===== src/rtl/regfile_xfer.sv =====
// Bulk transfer controller: dumps every register as a valid/ready stream, or
// loads every register from one, using the register file's read and write ports.
module regfile_xfer #(
   parameter int NREG = 32,
   parameter int AW   = 5,
   parameter int DW   = 32
) (
   input  logic          clk,
   input  logic          reset,
   input  logic          start,
   input  logic          mode,
   input  logic          abort,
   output logic          busy,
   output logic          done,
   output logic [DW-1:0] out_data,
   output logic [AW-1:0] out_idx,
   output logic          out_valid,
   input  logic          out_ready,
   input  logic [DW-1:0] in_data,
   input  logic          in_valid,
   output logic          in_ready,
   output logic [AW-1:0] rf_readReg,
   input  logic [DW-1:0] rf_data,
   output logic [AW-1:0] rf_writeReg,
   output logic [DW-1:0] rf_writeData,
   output logic          rf_RegWrite
);

   typedef enum logic [1:0] {
      S_IDLE,
      S_DUMP,
      S_LOAD,
      S_DONE
   } state_t;

   localparam logic [AW-1:0] LAST_IDX = AW'(NREG - 1);

   state_t        state_q, state_d;
   logic [AW-1:0] idx_q, idx_d;
   logic          issued_q, issued_d;
   logic          out_valid_q, out_valid_d;
   logic [DW-1:0] out_data_q, out_data_d;
   logic [AW-1:0] out_idx_q, out_idx_d;

   always_ff @(posedge clk) begin
      if (reset) begin
         state_q     <= S_IDLE;
         idx_q       <= '0;
         issued_q    <= 1'b0;
         out_valid_q <= 1'b0;
         out_data_q  <= '0;
         out_idx_q   <= '0;
      end else begin
         state_q     <= state_d;
         idx_q       <= idx_d;
         issued_q    <= issued_d;
         out_valid_q <= out_valid_d;
         out_data_q  <= out_data_d;
         out_idx_q   <= out_idx_d;
      end
   end

   always_comb begin
      state_d     = state_q;
      idx_d       = idx_q;
      issued_d    = issued_q;
      out_valid_d = out_valid_q;
      out_data_d  = out_data_q;
      out_idx_d   = out_idx_q;
      in_ready    = 1'b0;
      done        = 1'b0;

      if (abort) begin
         state_d     = S_IDLE;
         idx_d       = '0;
         issued_d    = 1'b0;
         out_valid_d = 1'b0;
      end else begin
         case (state_q)
            S_IDLE: begin
               if (start) begin
                  state_d  = mode ? S_LOAD : S_DUMP;
                  idx_d    = '0;
                  issued_d = 1'b0;
               end
            end
            S_DUMP: begin
               // Output register acts as a one-deep skid: refill when empty or draining.
               if ((!out_valid_q || out_ready) && !issued_q) begin
                  out_data_d  = rf_data;
                  out_idx_d   = idx_q;
                  out_valid_d = 1'b1;
                  if (idx_q == LAST_IDX) begin
                     issued_d = 1'b1;
                  end else begin
                     idx_d = idx_q + 1'b1;
                  end
               end else if (out_valid_q && out_ready && issued_q) begin
                  out_valid_d = 1'b0;
                  state_d     = S_DONE;
               end
            end
            S_LOAD: begin
               in_ready = 1'b1;
               if (in_valid) begin
                  if (idx_q == LAST_IDX) begin
                     state_d = S_DONE;
                  end else begin
                     idx_d = idx_q + 1'b1;
                  end
               end
            end
            S_DONE: begin
               done     = 1'b1;
               state_d  = S_IDLE;
               idx_d    = '0;
               issued_d = 1'b0;
            end
            default: begin
               state_d = S_IDLE;
            end
         endcase
      end

      // Reset must silence the write port immediately, even mid-transfer.
      if (reset) begin
         in_ready = 1'b0;
         done     = 1'b0;
      end
   end

   assign busy         = (state_q != S_IDLE);
   assign out_valid    = out_valid_q;
   assign out_data     = out_data_q;
   assign out_idx      = out_idx_q;
   assign rf_readReg   = idx_q;
   assign rf_writeReg  = idx_q;
   assign rf_writeData = in_data;
   assign rf_RegWrite  = in_valid & in_ready;

endmodule


===== config.mk =====
export PLATFORM = sky130hd
export DESIGN_NAME = regfile_xfer
export DESIGN_NICKNAME = d
export VERILOG_FILES = /design/src/rtl/regfile_xfer.sv
export SDC_FILE = /design/constraint.sdc
export NUM_CORES = 1
export LEC_CHECK = 0
export ABC_AREA = 0
export CORE_AREA = 2 2 98 72
export DETAILED_ROUTE_END_ITERATION = 10
export DIE_AREA = 0 0 100 74
export GPL_TIMING_DRIVEN = 0
export PLACE_DENSITY = 0.79
export SYNTH_ARGS = -nofsm -noshare
export SYNTH_HDL_FRONTEND = slang
export SYNTH_SLANG_ARGS = --single-unit

===== constraint.sdc =====
create_clock -name clk -period 2 [get_ports clk]
set_input_delay 0.6 -clock clk [delete_from_list [all_inputs] [get_ports clk]]
set_output_delay 0.6 -clock clk [all_outputs]
set_load 0.05 [all_outputs]

==> results.yml <==
floorplanning:
  start_util_pct: 33.8
  die_area_um2: 7400
  die_w_um: 100
  pin_count: 155
  coreArea_um2: 6510
  placementRows: 25
  die_y_um: 74
synth:
  synth_nets: 350
  synthDominantCellAreaShare_pct: 41.8
  ys_seq_area_share_pct: 41.8
  syn-cell-area_um2: 2200
  synth.most_common_cell: "nand2_1"
  synthTopCellsByArea: "dfxtp_1 (42%), buf_4 (14%), nand2_1 (13%), a21oi_1 (9.8%), ha_1 (4.5%)"
  syn_area_per_cell_um2: 8.13
  synth-seq-cells: 46
  synth-edff-count: 0
  ys_top_cells_by_count: "nand2_1 (78), dfxtp_1 (46), a21oi_1 (43)"
  ys_async_sr_fraction_pct: 0
  synth_ff_type: "dfxtp_1"
  ys_warn_count: 0
  yosys.area.top_type: "dfxtp_1"
  synth_cells: 271
  ys_types: 31
worst_setup_path:
  crit_start: "rf_readReg[2]"
  rrSetupSlack_ns: 0.06
  path_buf_inv: 2
  endpoint_kind: "primary output"
  cp.arrival_ns: 1.36
  cp.depth: 2
  worstReg2RegEnd: "rf_readReg[2]"
  r2r_start: "rf_readReg[0]"
  critPathMaxStageDelay_ns: 0.52
  worstSetupEndpoint: "rf_writeReg[2]"
  crit_path_cell_trace: "buf_4 > dlygate4sd2_1"
  start_kind: "flip-flop"
  crit_path_max_fanout: 7
  path_delay_family: "buffers and inverters"
  reg2reg_depth: 6
  cp_slowest_cell: "dlygate4sd2_1"
  cp.required_ns: 1.40
  critPathKind: "flip-flop to primary output"
clocking:
  holdBufCountCts: 0
  clockBufferDepth: 2
  cts_sinks: 46
  cts_tree: "built"
  h-tree-depth: 2
  insertion_delay_ns: 0.29
  cts_root_buf: "clkbuf_8"
  cts_made_buffers: 5
  clk_pin_slew_ns: 0.09
final_layout:
  syn_to_final_growth_pct: 63.2
  finalNetCount: 483
  num-fill-cells: 638
  fin_cells: 486
  stdcell_area_um2: 3590
  multi_input_area_um2: 950
  antenna_cells: 0
  drive_gt1_share_pct: 19.5
  regArea_um2: 930
sta:
  rsz0062_at_grt: "true"
  relSlewSlack_pct: 59.6
  max_freq_mhz: 511
  maxSlewViolCount: 0
  finClkSkew_ns: 0.00495
  period_share_pct: 97.8
  finalSetupViolCount: 0
  worst_pin_slew_ns: 0.600
  hold_viol: 0
  finalCriticalPeriod_ns: 1.96
power_and_ir_drop:
  leakage_nw: 1.66
  ir_drop_mv: 0.281
  powerDensity_nw_per_um2: 571
detailed_routing:
  drt-initial-drc-count: 70
  antenna_left: 0
  drt_wl_total_um: 6220
  drcViolationCount: 0
  avgRoutedWirePerCell_um: 12.8
  vias: 2230
  drtPass1Iterations: 4
  viasPerCell: 4.59
global_route:
  grt_util_met1_pct: 18.8
  grt_first_pass_wirelength_um: 9290
  grt_pass1_vias: 2100
  track_usage_pct: 15.5
  grt_max_degree: 15
  grt_use_met3_pct: 4.51
  antenna_found_initial: 0
  busiest_layer: "met2"
  grt_overflow: 0
  gr-usage-met2_pct: 28.4
worst_hold_path:
  worstHoldPathType: "flip-flop to flip-flop"
placement:
  gp_congestion: 0.785
  dp_cells: 474
  placed_area_um2: 3530
  dp_hpwl_um: 4720
  portBuffers: 122
status:
  status: "finished, final reports clean"
job:
  maxCapViolations: 0
-- cells in the final DEF (no fill, tap or decap), drive strengths merged, types with 3 or more instances in the layout --
cell and count:
a21oi 43, buf 52, clkbuf 13, clkdlybuf4s50 35, dfxtp 46, dlygate4sd2 80
ha 8, inv 4, nand2 78, nand4 4, nor2 6, nor2b 4
nor3 3, o21ai 4
-- routing by layer --
metal  part of all wire (%)  vias up
met4                   0.26        0
met1                     43     1025
li1                       -     1119
met3                    6.7        2
met2                     50       84
met5                      0        -
-- where the power goes --
part	internal [W]	switching [W]
logic	0.000214	0.000331
clock network	0.000247	0.000314
registers	0.000933	0.0000127
total	0.00139	0.000657
-- area by class of cell --
class                      count  share of cell area, %
timing repair buffer         126                   31.8
multi-input combinational    171                   26.4
sequential                    46                   25.9
buffer                        50                   10.3
tap                           81                   2.82
clock buffer                   6                   2.02
inverter                       4                  0.418
clock inverter                 2                  0.383
-- cell families (layout without fill, tap and decap cells) --
logic type / Yosys count / count (layout) / synth area share, %
DFF: 46 / 46 / 41.8
muxes: 2 / 2 / 0.909
and+or+nand+nor: 106 / 106 / 21.5
AOI/OAI and AO/OA: 55 / 55 / 13.9
buffers and inverters: 54 / 188 / 17.4
adders and majority gates: 8 / 8 / 4.55
-- worst min path at each step --
| stage | from | endpoint | slack [ns] | cells after the start |
|---|---|---|---|---|
| CTS | out_data[11] | out_data[11] | 0.46 | 2 |
| detailed placement | out_idx[2] | out_idx[2] | 0.45 | 2 |
| global placement | out_data[9] | out_data[9] | 0.44 | 2 |
| floorplan | issued_q | issued_q | 0.50 | 2 |
| finish | out_idx[2] | out_idx[2] | 0.45 | 2 |
| global route | out_idx[2] | out_idx[2] | 0.48 | 2 |
-- state kept, by name, summed over array words and instances, names as in the netlist --
signal      count
out_data       32
rf_readReg      5
out_idx         5
issued_q        1
out_valid       1
state_q         2
-- timing repair --
item | in CTS | in global routing
cloned | 0 | 0
setup buffers | 1 | 3
gates resized for setup | 116 | 12
pin swaps | 3 | 4
hold endpoints to repair | 0 | 0
setup endpoints to repair | 86 | 14
-- worst register-to-register path, cell delays in order (launching register included) --
cell	delay, ns
dfxtp_4	0.38
ha_1	0.23
and3_1	0.19
ha_2	0.21
a221o_1	0.40
o31ai_2	0.29
a21oi_1	0.11
-- metrics by stage --
step                 TNS, ns  hold slack [ns]  setup slack (ns)  util [%]  power, W
floorplan                  0            0.505            0.0201         -   0.00132
global placement      -10.50            0.441            -0.903      54.2   0.00152
detailed placement    -11.73            0.447            -0.903      54.2   0.00153
CTS                 -0.00470            0.456          -0.00470      54.3   0.00207
global route         -0.0206            0.476           -0.0206      55.3   0.00216
finish                     0            0.454            0.0447      55.3   0.00205
Note: power is estimated with default switching activity, not from simulation.
